`src/rtl/pattern_link_pkg.sv`:
```
// Shared definitions for the 10110 pattern link: transmitter state encoding
// and the sync header used by both the transmitter and the detector.
package pattern_link_pkg;

  typedef enum logic [1:0] {
    ST_IDLE,
    ST_SYNC,
    ST_PAYLOAD,
    ST_GAP
  } link_state_e;

  localparam int                    SYNC_W_DEF   = 5;
  localparam logic [SYNC_W_DEF-1:0] SYNC_PAT_DEF = 5'b10110;

  function automatic int max2(input int a, input int b);
    return (a > b) ? a : b;
  endfunction

endpackage

```
`src/rtl/bit_period_div.sv`:
```
// Divides the clock into serial bit periods of BIT_DIV clocks each.
// Held at zero while idle, so the first active clock always starts a period.
module bit_period_div #(
  parameter int BIT_DIV = 1
) (
  input  logic clk,
  input  logic rst,
  input  logic run,
  output logic last,
  output logic start_nxt
);

  localparam int               DIV_W    = $clog2(BIT_DIV) + 1;
  localparam logic [DIV_W-1:0] DIV_LAST = DIV_W'(BIT_DIV - 1);

  logic [DIV_W-1:0] cnt;

  assign last      = (cnt == DIV_LAST);
  // next clock is the first of a bit period
  assign start_nxt = !run || last;

  always_ff @(posedge clk) begin
    if (rst)                cnt <= '0;
    else if (!run || last)  cnt <= '0;
    else                    cnt <= cnt + DIV_W'(1);
  end

endmodule

```
`src/rtl/pattern_frame_tx.sv`:
```
// Frame serializer for the pattern link: sync header, MSB-first payload,
// then an idle gap, emitted as a bit stream with a per-bit valid strobe.
module pattern_frame_tx
  import pattern_link_pkg::*;
#(
  parameter int                DATA_W   = 8,
  parameter int                SYNC_W   = SYNC_W_DEF,
  parameter logic [SYNC_W-1:0] SYNC_PAT = SYNC_PAT_DEF,
  parameter int                BIT_DIV  = 1,
  parameter int                GAP_BITS = 2
) (
  input  logic              clk,
  input  logic              rst,
  input  logic [DATA_W-1:0] data_i,
  input  logic              load_i,
  output logic              ready_o,
  output logic              d_o,
  output logic              valid_o,
  output logic              frame_done_o,
  output logic              busy_o
);

  localparam int CNT_MAX = max2(SYNC_W, DATA_W);
  localparam int CNT_W   = (CNT_MAX > 1) ? $clog2(CNT_MAX) : 1;
  localparam int GAP_W   = $clog2(GAP_BITS + 1) + 1;

  localparam logic [CNT_W-1:0] SYNC_TOP = CNT_W'(SYNC_W - 1);
  localparam logic [CNT_W-1:0] DATA_TOP = CNT_W'(DATA_W - 1);
  localparam logic [GAP_W-1:0] GAP_LAST = GAP_W'((GAP_BITS > 0) ? GAP_BITS - 1 : 0);

  link_state_e       state, nstate;
  logic [CNT_W-1:0]  bit_cnt, nbit;
  logic [GAP_W-1:0]  gap_cnt, ngap;
  logic [DATA_W-1:0] shift_reg, nshift;
  logic              d_nxt, v_nxt, fd_nxt;
  logic              per_last, per_start_nxt;

  bit_period_div #(.BIT_DIV(BIT_DIV)) u_div (
    .clk       (clk),
    .rst       (rst),
    .run       (state != ST_IDLE),
    .last      (per_last),
    .start_nxt (per_start_nxt)
  );

  assign ready_o = (state == ST_IDLE);
  assign busy_o  = (state != ST_IDLE);

  always_comb begin
    nstate = state;
    nbit   = bit_cnt;
    ngap   = gap_cnt;
    nshift = shift_reg;
    case (state)
      ST_IDLE: begin
        if (load_i) begin
          nshift = data_i;
          nbit   = SYNC_TOP;
          nstate = ST_SYNC;
        end
      end
      ST_SYNC: begin
        if (per_last) begin
          if (bit_cnt == '0) begin
            nbit   = DATA_TOP;
            nstate = ST_PAYLOAD;
          end else begin
            nbit = bit_cnt - CNT_W'(1);
          end
        end
      end
      ST_PAYLOAD: begin
        if (per_last) begin
          if (bit_cnt == '0) begin
            ngap   = '0;
            nstate = (GAP_BITS > 0) ? ST_GAP : ST_IDLE;
          end else begin
            nbit = bit_cnt - CNT_W'(1);
          end
        end
      end
      ST_GAP: begin
        if (per_last) begin
          if (gap_cnt == GAP_LAST) nstate = ST_IDLE;
          else                     ngap   = gap_cnt + GAP_W'(1);
        end
      end
      default: nstate = ST_IDLE;
    endcase

    // outputs are registered from the next state so they line up with it
    d_nxt  = 1'b0;
    if (nstate == ST_SYNC)         d_nxt = SYNC_PAT[nbit];
    else if (nstate == ST_PAYLOAD) d_nxt = nshift[nbit];
    v_nxt  = ((nstate == ST_SYNC) || (nstate == ST_PAYLOAD)) && per_start_nxt;
    fd_nxt = (nstate == ST_PAYLOAD) && (nbit == '0) && per_start_nxt;
  end

  always_ff @(posedge clk) begin
    if (rst) begin
      state        <= ST_IDLE;
      bit_cnt      <= '0;
      gap_cnt      <= '0;
      shift_reg    <= '0;
      d_o          <= 1'b0;
      valid_o      <= 1'b0;
      frame_done_o <= 1'b0;
    end else begin
      state        <= nstate;
      bit_cnt      <= nbit;
      gap_cnt      <= ngap;
      shift_reg    <= nshift;
      d_o          <= d_nxt;
      valid_o      <= v_nxt;
      frame_done_o <= fd_nxt;
    end
  end

endmodule

```
`config.mk`:
```
export PLATFORM = sky130hd
export DESIGN_NAME = pattern_frame_tx
export DESIGN_NICKNAME = d
export VERILOG_FILES = /design/src/rtl/pattern_link_pkg.sv /design/src/rtl/bit_period_div.sv /design/src/rtl/pattern_frame_tx.sv
export SDC_FILE = /design/constraint.sdc
export NUM_CORES = 1
export LEC_CHECK = 0
export ABC_AREA = 0
export CAP_MARGIN = 0
export CORE_UTILIZATION = 30
export DETAILED_ROUTE_END_ITERATION = 7
export GPL_TIMING_DRIVEN = 0
export PLACE_DENSITY = 0.46
export SETUP_SLACK_MARGIN = 0.2
export SLEW_MARGIN = 20
export SYNTH_ARGS = -nofsm -noshare
export SYNTH_HDL_FRONTEND = slang
export SYNTH_SLANG_ARGS = --single-unit
export TNS_END_PERCENT = 1
```
`constraint.sdc`:
```
create_clock -name clk -period 4.8 [get_ports clk]
set_input_delay 0.48 -clock clk [delete_from_list [all_inputs] [get_ports clk]]
set_output_delay 0.48 -clock clk [all_outputs]
set_load 0.03 [all_outputs]
```
After elaboration in Yosys (flattened, before gate mapping)
Memories as Yosys holds them, arrays and structs flattened.
Cells that the tools add are included.
W data, S select, Z words.

operators by class
  add/sub/neg operators = 3
  multiply operators = 0
  div/mod/pow operators = 0
  magnitude comparators = 1
  eq/ne operators = 10
  shifts and indexed selects = 0
  muxes and demuxes = 26
  bitwise operators = 1
  reduce and logical (&&, ||, !) cells = 13

operators with widths
  cell                   number
  $mux W3                9
  $mux W8                2
  $mux W2                7
  $pmux W3 S3            1
  $ne A2 B2 Y1 const B   4
  $pmux W2 S4            1
  $eq A2 B2 Y1 const B   3
  $logic_not A3 Y1       2
  $pmux W3 S2            1
  $reduce_and A5 Y1      1
  $eq A2 B1 Y1 const B   2
  $lt A3 B4 Y1 const B   1
  $mux W1                4
  $reduce_bool A2 Y1     2
  $add A3 B1 Y3 const B  1
  $bmux W1 S3            1
  $eq A3 B1 Y1 const B   1
  $logic_and A1 B1 Y1    3
  $sub A3 B1 Y3 const B  1
  $logic_not A2 Y1       1
  $logic_or A1 B1 Y1     2
  $reduce_or A2 Y1       1
  $add A1 B1 Y1 const B  1
  $logic_not A1 Y1       1
  $not A1 Y1             1

storage, ports and cells
  flip-flop bits (word level) = 20
  bits in latches = 0
  memory bits (writable) = 0
  memory bits (read-only) = 8
  bits of input ports = 11
  output and inout port bits = 5
  logic and storage cells = 63
  memories = 1

memory list
  memory            words  bits a word  rd ports  clocked after memory_dff  wr ports  RTL line                text
  (name not given)  8      1            1         0                         0         pattern_frame_tx.sv:93  if (nstate == ST_SYNC) d_nxt = SYNC_PAT[nbit];

Depth between registers and ports, before layout
  word-level depth = 8
  depth in mapped cells = 11
  depth with buffers taken out = 11

By module
From an unflattened synthesis, not the netlist that was laid out.

second synthesis, totals
  cells, all modules = 155
  area, all modules = 1,248.7 um^2

modules (own cells, without submodules)
  module            instances  cells an instance  area an instance (um^2)  seq. area each (um^2)
  pattern_frame_tx  1          151                1,217.4                  380.4
  bit_period_div    1          4                  31.3                     20.0

Least setup slack after synthesis
OpenSTA, ideal clock, no wires.

  kind = reg2reg
  from = register bit_cnt[0]
  to = register d_o
  setup time = 88 ps
  arrival time = 2,386 ps
  required time = 4,712 ps
  path slack = 2,326 ps
  stages on the path, launching flop included = 12
  path buffers = 0
  period minus slack after synthesis = 2,474 ps
  cells stage by stage = dfxtp_1 inv_1 ha_1 nor2b_2 inv_2 ha_1 or3b_1 a21oi_2 nor2_2 mux2_4 o211a_1 o32ai_2

on the way
  cells in the longest elaborated chain, start to end = 8
  elaborated cells on any way between the ends = 21
  those cells by class = add/sub: 1; eq/ne: 2; mux: 16; reduce/logical: 1; memory: 1

RTL lines
  item                                                      RTL line                                        text
  from (decl)                                               pattern_frame_tx.sv:32                          logic [CNT_W-1:0] bit_cnt, nbit;
  from (signal assigned)                                    pattern_frame_tx.sv:110                         bit_cnt <= nbit;
  $sub A3 B1 Y3 / $logic_not A3 Y1 (equally long branches)  -
  $mux W3, on equally long branches                         pattern_frame_tx.sv:74, pattern_frame_tx.sv:64
  $mux W3, on equally long branches                         pattern_frame_tx.sv:73, pattern_frame_tx.sv:63
  $pmux W3 S3                                               pattern_frame_tx.sv:54                          case (state)
  $bmux W1 S3                                               pattern_frame_tx.sv:94                          else if (nstate == ST_PAYLOAD) d_nxt = nshift[nbit];
  $mux W1 (implied by the code)                             pattern_frame_tx.sv:94
  $mux W1                                                   pattern_frame_tx.sv:94
  $mux W1 *                                                 pattern_frame_tx.sv:93
  to (signal assigned)                                      pattern_frame_tx.sv:113                         d_o <= d_nxt;
  to (decl)                                                 pattern_frame_tx.sv:17                          output logic d_o,

Every way passes the cells marked *; elsewhere a longest branch is shown, timed or not. The select of a mux whose other input is x is not followed.
A chain may end at the register's enable or synchronous reset.

Worst setup path after layout
Same ends and word-level chain as after synthesis.

==> impl_metrics.json <==
{
  "busiest_layer": "met2",
  "setup_viol": 0,
  "grt_pass1_vias": 974,
  "pin_count": 16,
  "chipHeight_um": 65.3,
  "portBuffers": 14,
  "tightest_slew_ps": 559,
  "grt_setup_unrepaired": "no",
  "dr.pass1.iters": 4,
  "cts_buffers": 3,
  "post_cts_buffers": 0,
  "drcViolationCount": 0,
  "met2_usage_pct": 24.2,
  "synth_top_flop_cell": "dfxtp_1",
  "fmax_ghz": 0.366,
  "status": "finished, final reports clean",
  "met3_usage_pct": 2.60,
  "nNetsFinal": 175,
  "post-route-util_pct": 38.9,
  "fp.dieArea_um2": 4270,
  "cp_max_fo": 6,
  "vias_per_cell": 5.00,
  "routed_wl_mm": 2.65,
  "synth_edf_count": 0,
  "ctsHoldBuffers": 0,
  "syn_inst": 138,
  "setup_tns_ps": 0,
  "switching_power_mw": 0.176,
  "path_clk_slew_ps": 80,
  "p_int_mw": 0.336,
  "clkLatencyLatePin_ps": 260,
  "arrival_ps": 2910,
  "ctsHtreeMaxLevel": 1,
  "synth.avg_cell_area_um2": 8.71,
  "dp_hpwl_mm": 1.98,
  "finalCritPeriodShare_pct": 56.9,
  "cts_resized": 0,
  "rows": 22,
  "start_util_pct": 32.1,
  "worst-setup-path-type": "reg2reg",
  "pwr-share-comb_pct": 37.4,
  "synthesis.area_um2": 1200,
  "drtIter0Drc": 36,
  "grtUsageTotal_pct": 13.7,
  "vdd_ir_drop_max_mv": 0.120,
  "fp.coreArea_um2": 3740,
  "hold_viol": 0,
  "powerDensity_nw_per_um2": 351,
  "skew_ps": 2.66,
  "gp_congestion": 0.844,
  "drive_gt1_share_pct": 12.8,
  "grt_pass1_wl_mm": 4.47,
  "use_met1_pct": 17.0,
  "leakage_nw": 0.590,
  "synth.distinct_cells": 46,
  "hp-class": "reg2reg",
  "antenna_found_initial": 0,
  "p_seq_share_pct": 37.5,
  "critPathLaunchType": "flop",
  "crit_path_end_kind": "flop",
  "maxCapViolCount": 0,
  "wl_per_cell_um": 13.0,
  "cp.required_ps": 4970,
  "clock-sinks": 20,
  "die_w_um": 65.3,
  "syn-num-nets": 156,
  "min_period_ps": 2730,
  "p_clk_share_pct": 25.2,
  "overflow": 0,
  "relSlewSlack_pct": 62.6,
  "cts_buffer_depth": 2,
  "seq_area_frac_synth_pct": 33.3,
  "drv_slew": 0,
  "vias": 1019,
  "largest_reg_flops": 8,
  "synthArstFlopShare_pct": 0,
  "yosysWarningCount": 0,
  "antenna_left": 0,
  "cts_tree": "built",
  "grt_max_degree": 12,
  "synthToLayoutAreaGrowth_pct": 21.2,
  "diodes": 0,
  "cts_root_buf": "clkbuf_8",
  "switching_share_pct": 34.4,
  "ys_ff_latch": 20
}
==> cell families (layout without fill, tap and decap cells) <==
| group | count (synthesis) | after routing | share of synthesized area (%) |
|---|---|---|---|
| simple gates | 50 | 50 | 21.4 |
| flops | 20 | 20 | 33.3 |
| fa+ha+maj | 7 | 7 | 7.28 |
| other cells | 1 | 1 | 0.312 |
| compound gates | 29 | 29 | 19.7 |
| buf+inv | 16 | 34 | 5.31 |
| mux | 13 | 13 | 11.2 |
| xor+xnor | 2 | 2 | 1.46 |
==> synth_stat cells, types with 3 or more instances <==
cell / n / share of area, %
nand3_1: 4 / 1.7
inv_1: 6 / 1.9
nand2b_1: 3 / 1.6
clkbuf_1: 3 / 0.94
o21ai_0: 5 / 2.1
a21oi_1: 3 / 1.2
a211oi_1: 3 / 1.9
buf_2: 3 / 1.2
nand2_1: 5 / 1.6
dfxtp_1: 20 / 33
nor2b_1: 3 / 1.6
nor2_1: 21 / 6.6
ha_1: 7 / 7.3
mux2i_1: 12 / 10
==> routing by layer <==
metal / up-vias / routed length (um) / share of wire (%)
met5: - / 0 / 0
met4: 0 / 7 / 0.26
li1: 522 / - / -
met3: 2 / 95 / 3.6
met1: 477 / 1300 / 49
met2: 18 / 1250 / 47
==> metrics by stage <==
step                hold WS [ps]  std cells  power (mW)  setup WS, ps  area, um2
global placement             474        200       0.386          2080       1400
floorplan                    449        138       0.334          2330       1200
finish                       500        204       0.512          2070       1460
CTS                          509        204       0.518          2060       1460
detailed placement           484        200       0.386          2090       1400
global route                 552        204       0.548          1880       1460
==> critical path: stages (launching register included) <==
cell and delay [ps]:
dfxtp_1 330, inv_1 130, ha_1 180, nor2b_2 280, inv_2 120, ha_1 190
or3b_1 390, a21oi_2 170, nor2_2 100, mux2_4 310, o211a_1 210, o32ai_2 240
==> power by group through the flow <==
| stage | combinational, mW | sequential, mW | clock [mW] |
|---|---|---|---|
| floorplan | 0.132 | 0.201 | 0 |
| detailed placement | 0.191 | 0.196 | 0 |
| CTS | 0.193 | 0.192 | 0.134 |
| global route | 0.212 | 0.194 | 0.142 |
| global placement | 0.191 | 0.195 | 0 |
| finish | 0.191 | 0.192 | 0.129 |
==> final timing paths <==
check | start | end | slack [ps] | depth (start not counted)
max | bit_cnt[0] | d_o | 2070 | 11
min | shift_reg[7] | shift_reg[7] | 500 | 2
max reg2reg | bit_cnt[0] | d_o | 2070 | 11
min reg2reg | shift_reg[7] | shift_reg[7] | 500 | 2
==> cells in the final DEF, fill, tap and decap left out, types with 2 or more instances in the layout <==
master | netlist | routed
a211oi_1 | 3 | 3
a21oi_1 | 3 | 3
a21oi_2 | 2 | 2
buf_1 | 2 | 2
buf_2 | 3 | 3
clkbuf_1 | 3 | 3
clkbuf_8 | 0 | 4
clkdlybuf4s50_1 | 0 | 14
dfxtp_1 | 20 | 20
ha_1 | 7 | 7
inv_1 | 6 | 6
inv_2 | 2 | 2
mux2i_1 | 12 | 12
nand2_1 | 5 | 5
nand2b_1 | 3 | 3
nand3_1 | 4 | 4
nand3b_1 | 2 | 2
nor2_1 | 21 | 21
nor2b_1 | 3 | 3
nor3b_1 | 2 | 2
o211ai_1 | 2 | 2
o21ai_0 | 5 | 5
or2_1 | 2 | 2
xor2_1 | 2 | 2
==> cell type report <==
class | instances | area (um2)
Fill cell | 406 | 2290
Multi-Input combinational cell | 102 | 738
Sequential cell | 20 | 400
Timing Repair Buffer | 14 | 140
Tap cell | 48 | 60.1
Clock buffer | 4 | 55.1
Buffer | 8 | 33.8
Inverter | 8 | 30.0
Note: power is estimated with default switching activity, not from simulation.
